### src/rtl/sma_threshold_detector.sv
// Hysteresis/debounce threshold-crossing detector on the SMA filter output.
// Captures peak and length per excursion and emits it through a one-deep valid/ready holding register.
module sma_threshold_detector #(
   parameter int DEBOUNCE = 4
) (
   input  logic               clk,
   input  logic               rst,
   input  logic signed [15:0] y,
   input  logic signed [15:0] th_hi,
   input  logic signed [15:0] th_lo,
   input  logic               ev_ready,
   output logic               ev_valid,
   output logic signed [15:0] ev_peak,
   output logic        [15:0] ev_len,
   output logic               active,
   output logic        [7:0]  drop_cnt
);

   localparam logic [7:0] DEB_C = 8'(DEBOUNCE);

   typedef enum logic [1:0] {
      ST_BELOW   = 2'd0,
      ST_RISING  = 2'd1,
      ST_ABOVE   = 2'd2,
      ST_FALLING = 2'd3
   } state_t;

   state_t             state_q, state_d;
   logic [7:0]         cnt_q, cnt_d;
   logic signed [15:0] pk_q, pk_d;
   logic [15:0]        ln_q, ln_d;
   logic               ev_valid_q, ev_valid_d;
   logic signed [15:0] ev_peak_q, ev_peak_d;
   logic [15:0]        ev_len_q, ev_len_d;
   logic               active_q, active_d;
   logic [7:0]         drop_q, drop_d;

   logic               hi_s, lo_s, emit_s;
   logic signed [15:0] pk_upd_s;
   logic [15:0]        ln_upd_s;
   logic [7:0]         cnt_inc_s;

   assign hi_s      = (y > th_hi);
   assign lo_s      = (y < th_lo);
   assign pk_upd_s  = (y > pk_q) ? y : pk_q;
   assign ln_upd_s  = (ln_q == 16'hFFFF) ? ln_q : (ln_q + 16'd1);
   assign cnt_inc_s = cnt_q + 8'd1;

   // Excursion FSM: state, debounce counter and peak/length accumulation
   always_comb begin
      state_d = state_q;
      cnt_d   = cnt_q;
      pk_d    = pk_q;
      ln_d    = ln_q;
      emit_s  = 1'b0;
      case (state_q)
         ST_BELOW: begin
            if (hi_s) begin
               cnt_d   = 8'd1;
               pk_d    = y;
               ln_d    = 16'd1;
               state_d = (DEB_C == 8'd1) ? ST_ABOVE : ST_RISING;
            end else begin
               state_d = ST_BELOW;
            end
         end
         ST_RISING: begin
            pk_d = pk_upd_s;
            ln_d = ln_upd_s;
            if (hi_s) begin
               cnt_d = cnt_inc_s;
               if (cnt_inc_s == DEB_C) begin
                  state_d = ST_ABOVE;
               end else begin
                  state_d = ST_RISING;
               end
            end else begin
               cnt_d   = 8'd0;
               state_d = ST_BELOW;
            end
         end
         ST_ABOVE: begin
            pk_d = pk_upd_s;
            ln_d = ln_upd_s;
            if (lo_s) begin
               if (DEB_C == 8'd1) begin
                  emit_s  = 1'b1;
                  cnt_d   = 8'd0;
                  state_d = ST_BELOW;
               end else begin
                  cnt_d   = 8'd1;
                  state_d = ST_FALLING;
               end
            end else begin
               state_d = ST_ABOVE;
            end
         end
         ST_FALLING: begin
            pk_d = pk_upd_s;
            ln_d = ln_upd_s;
            if (lo_s) begin
               cnt_d = cnt_inc_s;
               if (cnt_inc_s == DEB_C) begin
                  emit_s  = 1'b1;
                  cnt_d   = 8'd0;
                  state_d = ST_BELOW;
               end else begin
                  state_d = ST_FALLING;
               end
            end else begin
               // Bounce back above th_lo restarts the falling debounce
               cnt_d   = 8'd0;
               state_d = ST_ABOVE;
            end
         end
         default: begin
            cnt_d   = 8'd0;
            state_d = ST_BELOW;
         end
      endcase
   end

   // Holding register: load on emit when empty or being drained, otherwise count a drop
   always_comb begin
      ev_valid_d = ev_valid_q;
      ev_peak_d  = ev_peak_q;
      ev_len_d   = ev_len_q;
      drop_d     = drop_q;
      active_d   = (state_d == ST_ABOVE) || (state_d == ST_FALLING);
      if (emit_s) begin
         if (!ev_valid_q || ev_ready) begin
            ev_valid_d = 1'b1;
            ev_peak_d  = pk_d;
            ev_len_d   = ln_d;
         end else begin
            drop_d = (drop_q == 8'hFF) ? drop_q : (drop_q + 8'd1);
         end
      end else if (ev_valid_q && ev_ready) begin
         ev_valid_d = 1'b0;
      end else begin
         ev_valid_d = ev_valid_q;
      end
   end

   // State and output registers
   always_ff @(posedge clk or negedge rst) begin
      if (!rst) begin
         state_q    <= ST_BELOW;
         cnt_q      <= 8'd0;
         pk_q       <= 16'sd0;
         ln_q       <= 16'd0;
         ev_valid_q <= 1'b0;
         ev_peak_q  <= 16'sd0;
         ev_len_q   <= 16'd0;
         active_q   <= 1'b0;
         drop_q     <= 8'd0;
      end else begin
         state_q    <= state_d;
         cnt_q      <= cnt_d;
         pk_q       <= pk_d;
         ln_q       <= ln_d;
         ev_valid_q <= ev_valid_d;
         ev_peak_q  <= ev_peak_d;
         ev_len_q   <= ev_len_d;
         active_q   <= active_d;
         drop_q     <= drop_d;
      end
   end

   assign ev_valid = ev_valid_q;
   assign ev_peak  = ev_peak_q;
   assign ev_len   = ev_len_q;
   assign active   = active_q;
   assign drop_cnt = drop_q;

endmodule

### config.mk
export PLATFORM = sky130hd
export DESIGN_NAME = sma_threshold_detector
export DESIGN_NICKNAME = d
export VERILOG_FILES = /design/src/rtl/sma_threshold_detector.sv
export SDC_FILE = /design/constraint.sdc
export NUM_CORES = 1
export LEC_CHECK = 0
export BUFFER_PORTS_ARGS = -buffer_cell sky130_fd_sc_hd__buf_2
export CORE_MARGIN = 2
export CORE_UTILIZATION = 41
export DETAILED_ROUTE_END_ITERATION = 8
export SLEW_MARGIN = 20
export SYNTH_ARGS = -nofsm -noshare
export SYNTH_HDL_FRONTEND = slang
export SYNTH_SLANG_ARGS = --single-unit
### constraint.sdc
create_clock -name clk -period 6.17 [get_ports clk]
set_input_delay 1.851 -clock clk [delete_from_list [all_inputs] [get_ports clk]]
set_output_delay 1.851 -clock clk [all_outputs]
set_load 0.1 [all_outputs]
==> results of run 1 <==
[state kept, by name (all words and copies together), names as in the netlist]
name      count
ln_q         16
ev_valid      1
active        1
state_q       2
ev_len       16
pk_q         16
ev_peak      16
drop_cnt      8
cnt_q         8
[cells in the final DEF, fill, tap and decap left out, drive strengths merged, types with 5 or more instances in the layout]
master	synthesis	routed
mux2	17	17
clkbuf	10	10
dfrtp	84	84
nor3	9	9
nand2b	6	6
buf	11	96
nand4	27	27
xor2	11	11
xnor2	7	7
a31oi	8	8
inv	52	53
and2	5	5
or2	5	5
ha	50	50
nand2	56	56
a21o	9	9
nor2b	7	7
o21ai	46	46
a21oi	21	21
nor2	28	28
o211ai	19	19
nand3	35	35
[final timing paths]
check	start	cells past startpoint	slack [ps]	endpoint
worst min register to register	ev_peak[4]	2	470	ev_peak[4]
worst min-delay path	ev_peak[4]	2	470	ev_peak[4]
max in group asynchronous	rst	2	3690	drop_cnt[7]
min in group asynchronous	rst	1	1430	ev_peak[10]
worst max register to register	pk_q[15]	10	3170	pk_q[0]
worst max-delay path	y[15]	8	1420	ev_len[9]
[power breakdown]
part / switching, mW / internal [mW] / leakage (nW)
Clock: 0.226 / 0.324 / 0.149
Sequential: 0.104 / 0.699 / 1.12
Combinational: 0.968 / 0.288 / 1.88
[cells by family after synthesis]
group | count (synthesis) | share of synthesized area
XOR/XNOR | 18 | 0.0297
buffers and inverters | 73 | 0.0632
adder cells (fa/ha/maj) | 50 | 0.118
AND/OR/NAND/NOR | 192 | 0.183
AO/OA/AOI/OAI | 135 | 0.166
multiplexers | 21 | 0.0436
flip-flops | 84 | 0.396
[tightest hold or removal path: cells and delay by family, from the launching register on]
kind / cells / cell delay (ps)
AND/OR/NAND/NOR: 2 / 100
flip-flops: 1 / 330
[final cells by class]
cell class                      count  share of cell area
Sequential cell                    84               0.340
Clock buffer                       10              0.0387
Timing Repair Buffer               96              0.0798
Multi-Input combinational cell    416               0.465
Inverter                           52              0.0316
Tap cell                          172              0.0349
Clock inverter                      5             0.00993
[metrics by stage]
step / hold slack, ps / cell area, sq um
2_1_floorplan: 482 / 5310
3_3_place_gp: 463 / 5870
3_5_place_dp: 462 / 5870
4_1_cts: 475 / 6170
5_1_grt: 494 / 6170
6_report: 467 / 6170
[routing by layer]
layer  vias to the layer above  global-route usage  routed length, um
met1                      2140               0.253               6060
met4                         0              0.0791                286
li1                       2238                   -                  -
met3                        21              0.0344                476
met5                         -                   0                  0
met2                       103               0.323               6310
==> impl_metrics.yaml, run 1 <==
worst_setup_path:
  worstPathRequired_ps: 6400
  worstPathCellList: "buf_2 > ha_1 > nand2_1 > nor4_1 > nand3_1 > a311o_1 > nand2_2 > mux2_2"
  critical-path-max-stage-delay_ps: 750
  slowest_stage: "nand2_2"
  worstSetupEndpointType: "flip-flop"
  start_kind: "input port"
  critPathMaxFanout: 47
  crit_type: "in -> reg"
  crit_buf_inv: 1
  crit_family: "simple AND/OR/NAND/NOR gates"
  worstPathArrival_ps: 4980
timing:
  setup_ws_ps: 1420
  rsz0062_at_grt: "no"
  min_period_ps: 4750
  fin_skew_ps: 5.35
  min_period_over_period: 0.769
  max_freq_mhz: 211
  report.final.slew_viol_count: 0
  setup_viol: 0
  finalSetupTns_ps: 0
  hold_violations: 0
  worst_slew_pin_slew_ps: 1010
  slew_headroom: 0.321
die:
  rows: 41
  dieArea_sq_um: 13900
  chipWidth_um: 118
  die-height_um: 118
  io_pins: 93
  start_util: 0.420
  core-area_sq_um: 12600
status:
  status: "finished, final reports clean"
synth:
  netlist_area_sq_um: 5310
  syn-mean-instance-area_sq_um: 9.26
  yosys-top-cells-area: "dfrtp_1, ha_1, o21ai_0, nand2_1, inv_1"
  post-synth-top-area-cell: "dfrtp_1"
  synth_flop_cell: "dfrtp_1"
  synthCells: 573
  yosys.cell_types.count: 58
  ys_seq_elements: 84
  yosysTopAreaCellShare: 0.396
  synth.top_cells.by_count: "dfrtp_1, nand2_1, inv_1, ha_1, o21ai_0"
  ys_seq_area_frac: 0.396
  yosysMostFrequentCell: "dfrtp_1"
  yosys_warnings: 0
  async_flop_share: 1.00
  synth_edf_count: 0
  syn_nets: 674
placed_design:
  dp_slack_ps: 1090
  place_inst: 820
  io_buffers: 92
  dp_hpwl_um: 9700
  globalplace.congestion: 0.839
power:
  leakagePower_nw: 3.15
  ir_drop_v: 0.000280
  p_per_area_nw_per_um2: 423
  total_power_mw: 2.61
route:
  routed_wl_um: 13100
  vias_per_cell: 5.39
  drtIter0Drc: 312
  detail-route-antenna-nets: 0
  drc: 0
  firstDrtPassIters: 4
  vias: 4502
  wire_per_inst_um: 15.7
job:
  max_cap_viol_count: 0
clocking:
  root_buffer: "clkbuf_16"
  clock-sinks: 84
  h-tree-depth: 3
  post_cts_resized: 0
  numCtsBuffers: 9
  hold_buffers: 0
  cts.clk_slew.worst_paths_ps: 60
  post_cts.repair.setup_buffers: 0
  clk_latency_ps: 350
  cts_tree: "yes"
  cts_buffer_depth: 2
final_layout:
  area_growth_syn_to_layout_pct: 16.4
  multi_input_area_sq_um: 2870
  nets: 760
  postLayoutCoreUtil: 0.489
  diodes: 0
  drive_above_1_share: 0.211
  register_area_sq_um: 2100
  final_cell_count_no_fill: 835
  num-fill-cells: 1219
global_route:
  antenna_found_initial: 0
  grt_max_degree: 54
  track_usage: 0.195
  first_global_vias: 4512
  gr-total-overflow: 0
  grt_pass1_wl_um: 21800
worst_hold_path:
  hold_class: "reg -> reg"
No activity file was read; power rests on OpenSTA's default activity.
==> run 2: changes to the inputs <==
- clock period: 6.17 -> 3.9 ns (I/O delays scaled with it)
==> run 2 against run 1 <==
- routed wire length is 1.3% higher
- global-route usage is 0.98 points higher
- count of clock-buffer cells in the layout down 1
- via count grew 2.0%
- design area rose by 2.5%
- sequential power increased by 58%
- hold slack gained 1.7 ps
- total power grew 63%
- critical endpoint is now pk_q[4]
==> impl_metrics.yaml, run 2 (same netlist as run 1, synthesis figures left out) <==
die:
  start_util: 0.420
  rows: 41
  chipWidth_um: 118
  dieArea_sq_um: 13900
  die-height_um: 118
  core-area_sq_um: 12600
  io_pins: 93
timing:
  min_period_ps: 3340
  rsz0062_at_grt: "no"
  worst_slew_pin_slew_ps: 753
  slew_headroom: 0.498
  finalSetupTns_ps: 0
  max_freq_mhz: 300
  fin_skew_ps: 5.41
  setup_viol: 0
  hold_violations: 0
  report.final.slew_viol_count: 0
  min_period_over_period: 0.856
worst_setup_path:
  critPathMaxFanout: 16
  crit_type: "in -> reg"
  reg2reg_depth: 10
  r2r-end: "pk_q[4]"
  worstSetupEndpointType: "flip-flop"
  start_kind: "input port"
  rr_startpoint: "pk_q[15]"
  r2r_slack_ps: 1220
  worstPathRequired_ps: 4110
  worstPathArrival_ps: 3550
global_route:
  grt_pass1_wl_um: 22900
  grt_max_degree: 57
  track_usage: 0.205
  first_global_vias: 4633
  antenna_found_initial: 0
  gr-total-overflow: 0
clocking:
  cts_buffer_depth: 2
  post_cts.repair.setup_buffers: 0
  post_cts_resized: 0
  clk_latency_ps: 350
  clock-sinks: 84
  hold_buffers: 0
  h-tree-depth: 3
  cts.clk_slew.worst_paths_ps: 60
  numCtsBuffers: 9
  root_buffer: "clkbuf_16"
  cts_tree: "yes"
route:
  detail-route-antenna-nets: 0
  wire_per_inst_um: 15.7
  routed_wl_um: 13300
  drc: 0
  vias_per_cell: 5.41
  vias: 4593
  drtIter0Drc: 266
  firstDrtPassIters: 5
power:
  total_power_mw: 4.24
  pwr-share-seq: 0.300
  p_per_area_nw_per_um2: 671
  ir_drop_v: 0.000383
  leakagePower_nw: 3.23
  p_comb_frac: 0.492
  swShare: 0.496
  p_int_mw: 2.14
  power_switching_mw: 2.10
  clock_power_share: 0.208
final_layout:
  postLayoutCoreUtil: 0.501
  num-fill-cells: 1221
  area_growth_syn_to_layout_pct: 19.2
  drive_above_1_share: 0.227
  final_cell_count_no_fill: 849
  diodes: 0
  finalInstanceArea_sq_um: 6330
  nets: 773
  layout_commonest_cell: "buf_2"
  final_cell_mix: "buf_2, dfrtp_1, nand2_1"
placed_design:
  detailed_place.area_sq_um: 6020
  dp_hpwl_um: 10100
  globalplace.congestion: 0.905
  io_buffers: 92
  place_inst: 833
worst_hold_path:
  hold_end: "ev_peak[2]"
  hp-start: "ev_peak[2]"
  whs_path_depth: 2
  hold_class: "reg -> reg"
job:
  max_cap_viol_count: 0
status:
  status: "finished, final reports clean"
==> run 2: cell count changes in the layout (fill, tap and decap cells not counted), sizes merged <==
cell / previous run / this run
clkinvlp: 0 / 1
inv: 53 / 56
clkbuf: 10 / 9
buf: 96 / 109
clkinv: 3 / 1
==> run 2: area by class of cell <==
cell class,instances,area (sq um),area share
well taps,172,215,0.0340
clock inverters,7,80.1,0.0127
flip-flops and latches,84,2100,0.332
inverters,52,195,0.0308
clock buffers,9,225,0.0356
multi-input cells,416,2870,0.453
repair buffers,109,641,0.101
==> run 2: per-stage QoR <==
step / hold WS (ps) / setup slack [ps]
final: 469 / 562
after detailed placement: 461 / 190
after global placement: 456 / 260
after floorplan: 482 / 508
after CTS: 476 / 548
after global routing: 492 / 281
==> run 2: how the worst max path moves through the flow <==
stage	cells after the start	from	to	slack, ps
after global routing	9	y[15]	ev_len[1]	280
final	10	y[15]	pk_q[4]	560
after CTS	10	y[15]	pk_q[4]	550
after global placement	10	y[15]	ev_peak[9]	260
after floorplan	9	th_lo[15]	cnt_q[2]	510
after detailed placement	10	y[15]	ev_peak[10]	190
==> run 2: metal layers <==
| metal | track usage | up-vias | routed length (um) |
|---|---|---|---|
| met5 | 0 | - | 0 |
| met4 | 0.0881 | 0 | 350 |
| li1 | - | 2270 | - |
| met1 | 0.268 | 2204 | 6130 |
| met2 | 0.338 | 97 | 6400 |
| met3 | 0.0320 | 22 | 436 |
==> run 2: worst max-delay path, stage by stage <==
cell	delay, ps
buf_2	140
ha_1	400
nand4_2	190
nor4_2	360
nand3b_1	170
a31oi_1	70
or2_1	460
buf_4	290
o21ai_0	170
o21ai_0	130
==> run 2: power groups by stage <==
stage | Combinational, mW | Clock (mW) | Sequential [mW]
after floorplan | 0.851 | 0 | 1.99
after global placement | 2.06 | 0 | 1.28
after detailed placement | 2.09 | 0 | 1.29
after CTS | 2.09 | 0.908 | 1.27
after global routing | 2.26 | 0.946 | 1.31
final | 2.09 | 0.883 | 1.27
==> run 3: changes to the inputs <==
- CORE_ASPECT_RATIO: default -> 1.4
==> run 3 against run 2 <==
- clock power shrank 3.7%
- largest cell class unchanged
- sequential cell count is the same
- worst setup slack improved by 18 ps
- global-route usage shrank 0.68 points
- highest routed layer unchanged
- hold slack better by 2.1 ps
- utilization down 0.99 points
==> impl_metrics.yaml, run 3 (same netlist as run 1, synthesis figures left out) <==
status:
  status: "finished, final reports clean"
die:
  core-area_sq_um: 12800
  dieArea_sq_um: 13900
  rows: 49
  chipWidth_um: 100
  die-height_um: 139
  start_util: 0.416
  io_pins: 93
timing:
  fin_skew_ps: 5.08
  min_period_over_period: 0.851
  slew_headroom: 0.558
  worst_slew_pin_slew_ps: 663
  hold_violations: 0
  setup_viol: 0
  report.final.slew_viol_count: 0
  finalSetupTns_ps: 0
  max_freq_mhz: 301
  min_period_ps: 3320
  rsz0062_at_grt: "no"
route:
  detail-route-antenna-nets: 0
  drtIter0Drc: 241
  vias_per_cell: 5.49
  drc: 0
  firstDrtPassIters: 4
  wire_per_inst_um: 16.2
  routed_wl_um: 13500
  vias: 4560
power:
  leakagePower_nw: 3.21
  pwr-share-seq: 0.301
  clock_power_share: 0.201
  swShare: 0.494
  power_switching_mw: 2.09
  p_int_mw: 2.14
  ir_drop_v: 0.000313
  p_comb_frac: 0.498
  p_per_area_nw_per_um2: 674
final_layout:
  diodes: 0
  area_growth_syn_to_layout_pct: 18.1
  layout_commonest_cell: "buf_2"
  final_cell_mix: "buf_2, dfrtp_1, nand2_1"
  nets: 773
  num-fill-cells: 1235
  drive_above_1_share: 0.226
  postLayoutCoreUtil: 0.491
worst_setup_path:
  worstPathArrival_ps: 3550
  worstPathRequired_ps: 4130
  worstSetupEndpointType: "flip-flop"
  start_kind: "input port"
  crit_type: "in -> reg"
  critPathMaxFanout: 40
global_route:
  gr-total-overflow: 0
  track_usage: 0.198
  grt_pass1_wl_um: 22000
  grt_max_degree: 53
  first_global_vias: 4549
  antenna_found_initial: 0
clocking:
  cts.clk_slew.worst_paths_ps: 60
  clk_latency_ps: 340
  numCtsBuffers: 9
  h-tree-depth: 3
  hold_buffers: 0
  clock-sinks: 84
  cts_buffer_depth: 2
  cts_tree: "yes"
  root_buffer: "clkbuf_16"
  post_cts_resized: 0
  post_cts.repair.setup_buffers: 0
job:
  max_cap_viol_count: 0
worst_hold_path:
  hold_class: "reg -> reg"
placed_design:
  io_buffers: 92
  globalplace.congestion: 0.860
  dp_hpwl_um: 10400
## run 3: final timing paths
path                       startpoint  cells past startpoint  slack [ps]           to
setup reg to reg             cnt_q[0]                      8        1370    ev_len[2]
max in group asynchronous         rst                      2        2340  ev_peak[15]
min in group asynchronous         rst                      1         860    ev_len[6]
hold / removal             ev_peak[8]                      2         470   ev_peak[8]
hold reg to reg            ev_peak[8]                      2         470   ev_peak[8]
setup / recovery                 y[5]                      9         580    ev_len[2]
## run 3: final cells by class
class / count / area, sq um / share of cell area
Clock inverter: 6 / 65.1 / 0.0104
Inverter: 52 / 195 / 0.0311
Timing Repair Buffer: 109 / 616 / 0.0982
Sequential cell: 84 / 2100 / 0.335
Multi-Input combinational cell: 416 / 2870 / 0.458
Tap cell: 153 / 191 / 0.0305
Clock buffer: 10 / 229 / 0.0365
## run 3: critical path: stages
cell	delay, ps
buf_2	150
ha_1	320
a21o_1	200
a21o_1	170
a221o_1	390
a2111o_1	450
nand2_2	110
buf_12	210
mux2_2	360
## run 3: power by group through the flow
stage / logic (mW) / clock network (mW) / registers, mW
6_report: 2.10 / 0.850 / 1.27
5_1_grt: 2.28 / 0.904 / 1.31
4_1_cts: 2.11 / 0.869 / 1.27
3_5_place_dp: 2.10 / 0 / 1.28
3_3_place_gp: 2.07 / 0 / 1.28
2_1_floorplan: 0.851 / 0 / 1.99
## run 3: metrics by stage
step	total power, mW	setup WS [ps]	instances	hold WS (ps)	instance area (sq um)
floorplan	2.84	508	573	482	5310
global placement	3.34	274	814	456	5970
detailed placement	3.39	245	814	464	5970
CTS	4.25	598	830	477	6270
global route	4.49	382	830	490	6270
finish	4.22	580	830	471	6270
## run 3: layer usage
| layer | GRT usage | wire length (um) | vias to the layer above |
|---|---|---|---|
| met5 | 0 | 0 | - |
| met1 | 0.250 | 5780 | 2166 |
| li1 | - | - | 2266 |
| met2 | 0.337 | 6740 | 108 |
| met4 | 0.0844 | 374 | 0 |
| met3 | 0.0267 | 578 | 20 |
